File: src/rtl/basic_axi4_lite_master.sv
`default_nettype none
// ============================================================================
// Module      : basic_axi4_lite_master
// Description : AXI4-Lite initiator. Converts single-beat user read/write
//               commands into AXI4-Lite transactions and returns read data
//               plus the response code. One transaction outstanding at a time.
// Ports       : i_ACLK / i_ARESET        clock, synchronous active-high reset
//               i_CMD_* / o_CMD_READY    user command (valid/ready handshake)
//               o_RSP_*                  one-cycle completion pulse + payload
//               o_M_AW* / i_S_AWREADY    write address channel
//               o_M_W*  / i_S_WREADY     write data channel
//               i_S_B*  / o_M_BREADY     write response channel
//               o_M_AR* / i_S_ARREADY    read address channel
//               i_S_R*  / o_M_RREADY     read data channel
// Revision    : 1.0 - initial release
// ============================================================================
module basic_axi4_lite_master #(
  parameter int         ADDR_W = 32,
  parameter int         DATA_W = 32,
  parameter logic [2:0] PROT   = 3'b000
) (
  input  logic                  i_ACLK,
  input  logic                  i_ARESET,
  // user command
  input  logic                  i_CMD_VALID,
  output logic                  o_CMD_READY,
  input  logic                  i_CMD_WE,
  input  logic [ADDR_W-1:0]     i_CMD_ADDR,
  input  logic [DATA_W-1:0]     i_CMD_WDATA,
  input  logic [DATA_W/8-1:0]   i_CMD_WSTRB,
  // user response
  output logic                  o_RSP_VALID,
  output logic [DATA_W-1:0]     o_RSP_RDATA,
  output logic [1:0]            o_RSP_RESP,
  // write address channel
  output logic [ADDR_W-1:0]     o_M_AWADDR,
  output logic [2:0]            o_M_AWPROT,
  output logic                  o_M_AWVALID,
  input  logic                  i_S_AWREADY,
  // write data channel
  output logic [DATA_W-1:0]     o_M_WDATA,
  output logic [DATA_W/8-1:0]   o_M_WSTRB,
  output logic                  o_M_WVALID,
  input  logic                  i_S_WREADY,
  // write response channel
  input  logic [1:0]            i_S_BRESP,
  input  logic                  i_S_BVALID,
  output logic                  o_M_BREADY,
  // read address channel
  output logic [ADDR_W-1:0]     o_M_ARADDR,
  output logic [2:0]            o_M_ARPROT,
  output logic                  o_M_ARVALID,
  input  logic                  i_S_ARREADY,
  // read data channel
  input  logic [DATA_W-1:0]     i_S_RDATA,
  input  logic [1:0]            i_S_RRESP,
  input  logic                  i_S_RVALID,
  output logic                  o_M_RREADY
);

  localparam int c_STRB_W = DATA_W / 8;

  typedef enum logic [2:0] {
    S_IDLE  = 3'd0,
    S_WR    = 3'd1,
    S_WRESP = 3'd2,
    S_RADDR = 3'd3,
    S_RDATA = 3'd4
  } state_t;

  state_t                r_state;
  logic [ADDR_W-1:0]     r_addr;
  logic [DATA_W-1:0]     r_wdata;
  logic [c_STRB_W-1:0]   r_wstrb;
  logic                  r_awvalid;
  logic                  r_wvalid;
  logic                  r_arvalid;
  logic                  r_bready;
  logic                  r_rready;
  logic                  r_rsp_valid;
  logic [DATA_W-1:0]     r_rsp_rdata;
  logic [1:0]            r_rsp_resp;

  // A write channel counts as done if it already handshook earlier or
  // handshakes on this edge; AW and W may finish in either order.
  logic w_aw_done;
  logic w_w_done;
  assign w_aw_done = !r_awvalid || i_S_AWREADY;
  assign w_w_done  = !r_wvalid  || i_S_WREADY;

  always_ff @(posedge i_ACLK) begin
    if (i_ARESET) begin
      r_state     <= S_IDLE;
      r_addr      <= '0;
      r_wdata     <= '0;
      r_wstrb     <= '0;
      r_awvalid   <= 1'b0;
      r_wvalid    <= 1'b0;
      r_arvalid   <= 1'b0;
      r_bready    <= 1'b0;
      r_rready    <= 1'b0;
      r_rsp_valid <= 1'b0;
      r_rsp_rdata <= '0;
      r_rsp_resp  <= 2'b00;
    end else begin
      r_rsp_valid <= 1'b0;
      case (r_state)
        S_IDLE: begin
          if (i_CMD_VALID) begin
            r_addr  <= i_CMD_ADDR;
            r_wdata <= i_CMD_WDATA;
            r_wstrb <= i_CMD_WSTRB;
            if (i_CMD_WE) begin
              r_awvalid <= 1'b1;
              r_wvalid  <= 1'b1;
              r_state   <= S_WR;
            end else begin
              r_arvalid <= 1'b1;
              r_state   <= S_RADDR;
            end
          end
        end
        S_WR: begin
          if (r_awvalid && i_S_AWREADY) r_awvalid <= 1'b0;
          if (r_wvalid  && i_S_WREADY)  r_wvalid  <= 1'b0;
          if (w_aw_done && w_w_done) begin
            r_bready <= 1'b1;
            r_state  <= S_WRESP;
          end
        end
        S_WRESP: begin
          if (i_S_BVALID) begin
            r_bready    <= 1'b0;
            r_rsp_valid <= 1'b1;
            r_rsp_rdata <= '0;
            r_rsp_resp  <= i_S_BRESP;
            r_state     <= S_IDLE;
          end
        end
        S_RADDR: begin
          if (i_S_ARREADY) begin
            r_arvalid <= 1'b0;
            r_rready  <= 1'b1;
            r_state   <= S_RDATA;
          end
        end
        S_RDATA: begin
          if (i_S_RVALID) begin
            r_rready    <= 1'b0;
            r_rsp_valid <= 1'b1;
            r_rsp_rdata <= i_S_RDATA;
            r_rsp_resp  <= i_S_RRESP;
            r_state     <= S_IDLE;
          end
        end
        default: r_state <= S_IDLE;
      endcase
    end
  end

  // Ready is suppressed while reset is held so no command slips in.
  assign o_CMD_READY = (r_state == S_IDLE) && !i_ARESET;

  assign o_RSP_VALID = r_rsp_valid;
  assign o_RSP_RDATA = r_rsp_rdata;
  assign o_RSP_RESP  = r_rsp_resp;

  // One address register serves both AW and AR; only one is ever valid.
  assign o_M_AWADDR  = r_addr;
  assign o_M_AWPROT  = PROT;
  assign o_M_AWVALID = r_awvalid;
  assign o_M_WDATA   = r_wdata;
  assign o_M_WSTRB   = r_wstrb;
  assign o_M_WVALID  = r_wvalid;
  assign o_M_BREADY  = r_bready;
  assign o_M_ARADDR  = r_addr;
  assign o_M_ARPROT  = PROT;
  assign o_M_ARVALID = r_arvalid;
  assign o_M_RREADY  = r_rready;

endmodule
`default_nettype wire

File: config.mk
export PLATFORM = sky130hd
export DESIGN_NAME = basic_axi4_lite_master
export DESIGN_NICKNAME = d
export VERILOG_FILES = /design/src/rtl/basic_axi4_lite_master.sv
export SDC_FILE = /design/constraint.sdc
export NUM_CORES = 1
export LEC_CHECK = 0
export BUFFER_PORTS_ARGS = -buffer_cell sky130_fd_sc_hd__buf_2
export CAP_MARGIN = 20
export CORE_MARGIN = 4
export CORE_UTILIZATION = 39
export CTS_CLUSTER_DIAMETER = 120
export DETAILED_ROUTE_END_ITERATION = 10
export PLACE_DENSITY = 0.82
export SKIP_CTS_REPAIR_TIMING = 1
export SLEW_MARGIN = 30
export SYNTH_ARGS = -nofsm -noshare
export SYNTH_HDL_FRONTEND = slang
export SYNTH_SLANG_ARGS = --single-unit
File: constraint.sdc
create_clock -name i_ACLK -period 1.6 [get_ports i_ACLK]
set_input_delay 0.08 -clock i_ACLK [delete_from_list [all_inputs] [get_ports i_ACLK]]
set_output_delay 0.08 -clock i_ACLK [all_outputs]
set_load 0.005 [all_outputs]
After elaboration in Yosys (flattened, before gate mapping)
Index checks and enable logic that the tools add are counted.
{ "op_classes": {"n_lt_le_gt_ge": 0, "bitwise_logic": 0, "mul": 0, "div": 0, "addsub": 0, "shifts": 0, "n_eq_ne": 13, "n_reduce_logical": 23, "n_mux": 32} }
{ "ops": {"columns": ["operator", "n"], "rows": [
  ["two-way mux 32 bit", 2],
  ["one-hot mux 32 bit (2 select lines)", 1],
  ["!= test 2 bit, second input constant", 9],
  ["two-way mux 3 bit", 5],
  ["one-hot mux 3 bit (5 select lines)", 1],
  ["two-way mux 1 bit", 13],
  ["one-hot mux 1 bit (2 select lines)", 6],
  ["AND reduction 4 bit", 3],
  ["nonzero test 2 bit", 5],
  ["AND reduction 3 bit", 3],
  ["equality test 3 x 2 -> 1 bit, second input constant", 2],
  ["two-way mux 2 bit", 3],
  ["AND reduction 5 bit", 1],
  ["logical AND 1 bit", 4],
  ["one-hot mux 2 bit (2 select lines)", 1],
  ["equality test 3 x 1 -> 1 bit, second input constant", 1],
  ["equality test 3 bit, second input constant", 1],
  ["logical NOT 1 bit", 3],
  ["logical NOT 3 bit", 1],
  ["logical OR 1 bit", 2],
  ["AND reduction 2 bit", 1]
]} }
{ "totals": {"wordCells": 80, "inputBits": 113, "mem_bits_ro": 0, "n_memories": 0, "out_inout_bits": 147, "latchBits": 0, "ramBits": 0, "reg_bits": 111} }

Longest topological paths before layout
Gate-level depths: netlist of the first run.
{ "logic_depth": {"depth_word": 5, "ltp_mapped": 7, "depth_no_buf": 3} }

Worst setup path before layout of the first run
Ideal clock, no wire load.
{ "synth_timing": {"path_type": "register -> register", "from": "reg r_state[0]", "to": "reg r_addr[12] (netlist: o_M_ARADDR[12])", "setup_ps": 132, "path_stages_with_launch": 8, "required_time_ps": 1468, "arrival_ps": 1426, "synth_period_minus_slack_ps": 1559, "n_path_buf": 4, "path_slack_ps": 41, "cell_sequence": "dfxtp_1 buf_2 or4b_1 clkbuf_1 buf_2 buf_6 nand2_1 a21oi_1"} }
{ "synth_between": {"elab_chain_len": 2} }
{ "synth_rtl": {"columns": ["element", "line_no", "rtl"], "rows": [
  ["start: declaration", "71", "state_t r_state;"],
  ["start signal: assignment", "93", "r_state <= S_IDLE;"],
  ["start signal: assignment", "116", "r_state <= S_WR;"],
  ["start signal: assignment", "119", "r_state <= S_RADDR;"],
  ["logical NOT 3 bit", "107", "case (r_state)"],
  ["AND reduction 2 bit (no line)", null, null],
  ["end signal: assignment", "110", "r_addr <= i_CMD_ADDR;"],
  ["end: declaration", "72", "logic [ADDR_W-1:0] r_addr;"]
]} }
No other way between the ends.
A chain may end at the register's enable or synchronous reset.

Final worst setup path of the first run
{ "layout_timing": {"from": "reg r_state[2]", "to": "reg r_addr[26] (netlist: o_M_ARADDR[26])"} }
Same word-level chain as after synthesis.

==> results of run 1 <==
==> Yosys cell counts (all sizes together) <==
| cell type | instances | area (µm²) |
|---|---|---|
| nand2 | 169 | 634 |
| dfxtp | 111 | 2220 |
| a21oi | 104 | 521 |
| buf | 58 | 398 |
| nand3 | 32 | 160 |
| clkbuf | 23 | 86.3 |
| nor2 | 4 | 15.0 |
| nor3 | 4 | 20.0 |
| a211oi | 3 | 22.5 |
| a311oi | 3 | 26.3 |
| inv | 3 | 11.3 |
| a2111oi | 2 | 17.5 |
| mux2i | 2 | 20.0 |
| nand2b | 2 | 12.5 |
| nand4bb | 2 | 22.5 |
| nor4bb | 2 | 20.0 |
| a311o | 1 | 10.0 |
| a41oi | 1 | 8.76 |
| and4b | 1 | 10.0 |
| conb | 1 | 3.75 |
| mux2 | 1 | 11.3 |
| nand3b | 1 | 7.51 |
| nor3b | 1 | 7.51 |
| nor4 | 1 | 6.26 |
| nor4b | 1 | 23.8 |
| o21ba | 1 | 10.0 |
| or3b | 1 | 8.76 |
| or4b | 1 | 10.0 |
==> registers in the layout (all words and copies together) (netlist names) <==
name / cells
r_state: 3
o_M_ARADDR: 32
o_M_WSTRB: 4
o_RSP_VALID: 1
o_M_WDATA: 32
o_RSP_RESP: 2
o_M_WVALID: 1
o_M_RREADY: 1
o_RSP_RDATA: 32
o_M_ARVALID: 1
o_M_AWVALID: 1
o_M_BREADY: 1
==> path summary, 6_finish.rpt <==
check / start / endpoint / slack [ps]
worst max-delay path: r_state[2] / o_M_ARADDR[26] / 10
worst min-delay path: i_S_RDATA[31] / o_RSP_RDATA[31] / -20
worst max register to register: r_state[2] / o_M_ARADDR[26] / 10
worst min register to register: o_M_WDATA[16] / o_M_WDATA[16] / 460
==> worst max-delay path: cells and delay by family (launching register included) <==
kind	cells	cell delay [ps]
compound gates	1	70
buf+inv	1	220
flops	1	320
simple gates	2	860
==> layout by cell type, fill, tap and decap left out, types with 2 or more instances in the layout <==
master	n
sky130_fd_sc_hd__clkinvlp_4	2
sky130_fd_sc_hd__nand2b_1	2
sky130_fd_sc_hd__dfxtp_1	111
sky130_fd_sc_hd__a21oi_1	104
sky130_fd_sc_hd__bufinv_16	2
sky130_fd_sc_hd__a211oi_1	3
sky130_fd_sc_hd__a311oi_1	3
sky130_fd_sc_hd__buf_4	10
sky130_fd_sc_hd__buf_2	252
sky130_fd_sc_hd__mux2i_1	2
sky130_fd_sc_hd__a2111oi_0	2
sky130_fd_sc_hd__nor3_1	4
sky130_fd_sc_hd__nand3_1	32
sky130_fd_sc_hd__nor2_1	4
sky130_fd_sc_hd__buf_12	6
sky130_fd_sc_hd__conb_1	6
sky130_fd_sc_hd__clkbuf_8	9
sky130_fd_sc_hd__buf_6	2
sky130_fd_sc_hd__inv_1	3
sky130_fd_sc_hd__dlygate4sd3_1	100
sky130_fd_sc_hd__nand2_1	169
sky130_fd_sc_hd__nand4bb_1	2
==> cell families after synthesis <==
group / Yosys count
AO/OA/AOI/OAI: 115
buffers and inverters: 84
flip-flops: 111
multiplexers: 3
other: 1
AND/OR/NAND/NOR: 222
==> per-stage QoR <==
| stage | cell area [µm²] | TNS (ps) |
|---|---|---|
| floorplan | 4350 | 0 |
| global placement | 5520 | 0 |
| detailed placement | 5520 | 0 |
| CTS | 5740 | 0 |
| global route | 6750 | -291 |
| finish | 6750 | 0 |
==> cell type report <==
| class | instances | area [µm²] | share of cell area, % |
|---|---|---|---|
| antenna | 1 | 2.50 | 0.0371 |
| clock buffer | 10 | 128 | 1.89 |
| clock inverter | 6 | 92.6 | 1.37 |
| inverter | 3 | 11.3 | 0.167 |
| multi-input combinational | 346 | 1640 | 24.3 |
| sequential | 111 | 2220 | 32.9 |
| tap | 140 | 175 | 2.59 |
| timing repair buffer | 370 | 2480 | 36.7 |
==> layer usage <==
layer	GRT usage, %	vias up
li1	-	2330
met1	20.1	2150
met2	29.3	238
met3	6.36	29
met4	7.45	0
met5	0	-
==> power groups by stage <==
stage               Sequential (mW)  Clock, mW  Combinational, mW
global route                   3.07       2.00               1.45
detailed placement             3.11          0               1.10
CTS                            3.05       1.89               1.10
floorplan                      3.13          0              0.620
finish                         3.05       1.84               1.31
global placement               3.10          0               1.09
==> flow_metrics.tcl, run 1 <==
set metrics [dict create \
    run_status "finished, violations left" \
    violations "hold timing" \
    worst_ir_drop_vdd_uv 507 \
    finalWeightedCongestion 0.776 \
    dp_cells 870 \
    ys_types 31 \
    yosys.area_share.adder_pct 0 \
    avgSynthCellArea_um2 8.07 \
    timing.max_cap.violations 0 \
    ant_nets 0 \
    dpl.hpwl_mm 8.84 \
    critical_path.startpoint_type "register" \
    path_class "reg2reg" \
    detail_route.wl_per_cell_um 14.6 \
    rows 38 \
    synth_compound_gate_area_share_pct 14.2 \
    globalRouteTotalUtil_pct 17.5 \
    detail_route.drc_violations 0 \
    maximum_frequency_from_static_timing_analysis_ghz 0.631 \
    top_signal_layer_used "met4" \
    design_power_total_mw 6.21 \
    power.internal_mw 4.51 \
    final_critical_path_setup_slack_ps 14.0 \
    vias 4747 \
    clock-root-buffer "sky130_fd_sc_hd__clkbuf_8" \
    placement.setup.worst_slack_ps 41.8 \
    crit_path_end_kind "register" \
    grt_antenna_before_repair 0 \
    drtIter0Drc 454 \
    rsz0062_at_grt "yes" \
    holdWs_ps -24.9 \
    post_route_cells_drive_above_1_share_pct 34.4 \
    power_per_cell_area_nw_per_um2 919 \
    hold_class "in2reg" \
    ctsLongestPathBuffers 2 \
    critPathRequiredTime_ps 1830 \
    cpPeakStageDelay_ps 750 \
    synthCells 536 \
    final_core_util_pct 62.3 \
    timing.critical_path.cells "or4b_2 > buf_12 > nand2_1 > a21oi_1" \
    timing.critical_path.fanout_max 39 \
    nets 954 \
    drt_first_pass_iters 4 \
    synth-xor-area-share_pct 0 \
    initial_utilization_pct 39.9 \
    final.period_utilization_pct 99.1 \
    met1_wirelength_mm 5.37 \
    clock-sinks 111 \
    metal3_wl_mm 1.41 \
    area_of_the_die_um2 12800 \
    switching_share_pct 27.4 \
    clock_latency_ps 370 \
    drt-vias-per-instance 4.81 \
    core_um2 10800 \
    tritoncts_buffer_count 9 \
    clkSlewWorstSetupHoldPaths_ps 90 \
    power_frac_seq_pct 49.1 \
    crit_arrival_ps 1820 \
    crit_path_top_delay_cell "sky130_fd_sc_hd__or4b_2" \
    setup-violations-final 0 \
    power.leakage_nw 3.17 \
    synthesis.yosys.warnings 0 \
    via_count_of_the_first_global_routing_pass 3904 \
    flow.area_growth_from_synthesis_pct 56.1 \
    synth_simple_gate_area_share_pct 22.2 \
    die_w_um 113 \
    synth_sequential_area_ratio_pct 51.4 \
    synthesis.area_um2 4330 \
    p_switching_mw 1.70 \
    power_frac_comb_pct 21.2 \
    layoutNonFillerInstCount 987 \
    clock_power_share_pct 29.7 \
    overflow 0 \
    detail_route.wirelength_mm 14.4 \
    synth_top_family_by_area "simple AND/OR/NAND/NOR gates" \
    htreeDepth 3 \
    report.final.slew_viol_count 0 \
    synth-seq-cells 111 \
    worst-r2r-cell-count 4 \
    synthMuxAreaShare_pct 0.723 \
    grt_max_degree 55 \
    number_of_fill_cells_in_the_layout 867 \
    tritoncts "yes" \
    min_path_cells 3 \
    io_buffer_count 253 \
    detailroute.wirelength.met2_mm 7.24 \
    final.min_clock_period_ps 1590 \
    timing.final.hold_violations 2 \
    boundaryPins 260 \
    die_h_um 113 \
    global_route_wire_length_before_repair_mm 18.5 \
    timing.clock.skew_ps 14.6 \
]
(Power assumes the default switching activity.)
==> inputs of run 2 (changes only) <==
--- a/config.mk
+++ b/config.mk
@@ -7,6 +7,7 @@
 export LEC_CHECK = 0
 export BUFFER_PORTS_ARGS = -buffer_cell sky130_fd_sc_hd__buf_2
 export CAP_MARGIN = 20
+export CORE_ASPECT_RATIO = 0.8
 export CORE_MARGIN = 4
 export CORE_UTILIZATION = 39
 export CTS_CLUSTER_DIAMETER = 120
==> run 2 against run 1 <==
Against the previous run: critical path depth is the same; count of clock-buffer cells in the layout shrank 1; routed wire length shrank 1.7%; flip-flop and latch count is the same; clock power grew 14%; global-route usage shrank 0.87 points; clock skew shrank 9.4 ps; first-iteration DRC count shrank 62%; critical endpoint is now o_RSP_RESP[1]; setup slack gained 70 ps; fmax grew 4.6%; largest power group unchanged; the flow still finishes with violations (hold timing); sequential share of layout area grew 0.56 points.
==> flow_metrics.tcl, run 2 (synthesized netlist as in run 1, its figures left out) <==
set metrics [dict create \
    nets 934 \
    grt_max_degree 69 \
    min_path_cells 3 \
    vias 4716 \
    switching_share_pct 27.6 \
    drtIter0Drc 173 \
    drt_first_pass_iters 4 \
    area_of_the_die_um2 12900 \
    io_buffer_count 253 \
    die_h_um 102 \
    timing.clock.skew_ps 5.20 \
    boundaryPins 260 \
    maximum_frequency_from_static_timing_analysis_ghz 0.660 \
    via_count_of_the_first_global_routing_pass 3612 \
    post_route_cells_drive_above_1_share_pct 35.0 \
    power.internal_mw 4.66 \
    number_of_fill_cells_in_the_layout 930 \
    htreeDepth 3 \
    dp_cells 870 \
    timing.critical_path.fanout_max 12 \
    clkSlewWorstSetupHoldPaths_ps 70 \
    detail_route.wl_per_cell_um 14.6 \
    detail_route.drc_violations 0 \
    report.final.slew_viol_count 0 \
    clock-sinks 111 \
    critPathRequiredTime_ps 1850 \
    power_frac_seq_pct 47.4 \
    ctsLongestPathBuffers 2 \
    setup-violations-final 0 \
    hold_class "in2reg" \
    grt_util_met3_pct 6.74 \
    critical_path.startpoint_type "register" \
    grt_antenna_before_repair 0 \
    antenna_cells 0 \
    global_route_wire_length_before_repair_mm 17.5 \
    dpl.hpwl_mm 8.51 \
    timing.final.hold_violations 12 \
    clock-root-buffer "sky130_fd_sc_hd__clkbuf_16" \
    clock_power_share_pct 32.6 \
    ant_nets 0 \
    global_route.usage.met2_pct 28.3 \
    power_frac_comb_pct 19.9 \
    finalInstanceArea_um2 6640 \
    power.leakage_nw 3.13 \
    run_status "finished, violations left" \
    core_um2 10800 \
    commonest_cells_after_routing_fill_and_taps_aside "sky130_fd_sc_hd__buf_2 (252), sky130_fd_sc_hd__nand2_1 (169), sky130_fd_sc_hd__dfxtp_1 (111)" \
    crit_arrival_ps 1770 \
    drt-vias-per-instance 4.86 \
    worst_ir_drop_vdd_uv 701 \
    path_class "reg2reg" \
    layoutNonFillerInstCount 970 \
    detail_route.wirelength_mm 14.1 \
    holdWs_ps -21.8 \
    final.period_utilization_pct 94.7 \
    final_common_cell "sky130_fd_sc_hd__buf_2" \
    overflow 0 \
    globalRouteTotalUtil_pct 16.6 \
    postPlaceCellArea_um2 5500 \
    initial_utilization_pct 39.9 \
    routing_usage_on_met1_pct 19.5 \
    rows 34 \
    flow.area_growth_from_synthesis_pct 53.5 \
    die_w_um 126 \
    timing.max_cap.violations 0 \
    clock_latency_ps 340 \
    tritoncts "yes" \
    final.min_clock_period_ps 1520 \
    worst-r2r-cell-count 4 \
    crit_path_end_kind "register" \
    power_per_cell_area_nw_per_um2 969 \
    finalWeightedCongestion 0.763 \
    p_switching_mw 1.78 \
    tritoncts_buffer_count 9 \
    globalRoute.busiestLayer "met2" \
    violations "hold timing" \
]
## run 2: power groups by stage
stage	sequential (mW)	clock, mW	combinational [mW]
CTS	3.05	2.16	1.07
finish	3.05	2.10	1.28
global route	3.08	2.25	1.40
floorplan	3.13	0	0.620
global placement	3.10	0	1.05
detailed placement	3.11	0	1.07
## run 2: area by class of cell
cell class / instances / area [µm²] / share of cell area, %
timing repair buffer: 350 / 2300 / 34.7
sequential: 111 / 2220 / 33.5
multi-input combinational: 346 / 1650 / 24.8
clock buffer: 9 / 225 / 3.39
tap: 144 / 180 / 2.71
clock inverter: 7 / 53.8 / 0.810
inverter: 3 / 11.3 / 0.170
## run 2: per-layer routing
layer | share of wire (%) | vias to the layer above
met4 | 2.0 | 0
met1 | 38 | 2179
met5 | 0 | -
li1 | - | 2293
met2 | 51 | 215
met3 | 9.1 | 29
## run 2: worst paths after layout
path	startpoint	to	slack, ps
hold / removal	i_CMD_ADDR[3]	o_M_ARADDR[3]	-20
hold reg to reg	o_M_WDATA[4]	o_M_WDATA[4]	450
setup / recovery	r_state[2]	o_RSP_RESP[1]	80
setup reg to reg	r_state[2]	o_RSP_RESP[1]	80
## run 2: worst max-delay path, cell delays in order (launching register included)
cell	delay, ps
sky130_fd_sc_hd__dfxtp_1	340
sky130_fd_sc_hd__buf_4	190
sky130_fd_sc_hd__or3b_2	520
sky130_fd_sc_hd__mux2i_1	140
sky130_fd_sc_hd__a211oi_1	240
## run 2: through the flow
step                      TNS [ps]  total power, mW  setup WS (ps)  utilization (%)  hold WS (ps)
after global placement           0             4.16           63.6             50.7           295
after global routing         -41.6             6.72          -26.6             61.2         0.445
final                            0             6.43           84.3             61.2         -21.8
after CTS                        0             6.28           20.3             53.3         -66.7
after floorplan                  0             3.75           41.3                -           170
after detailed placement         0             4.18           28.9             50.7           299
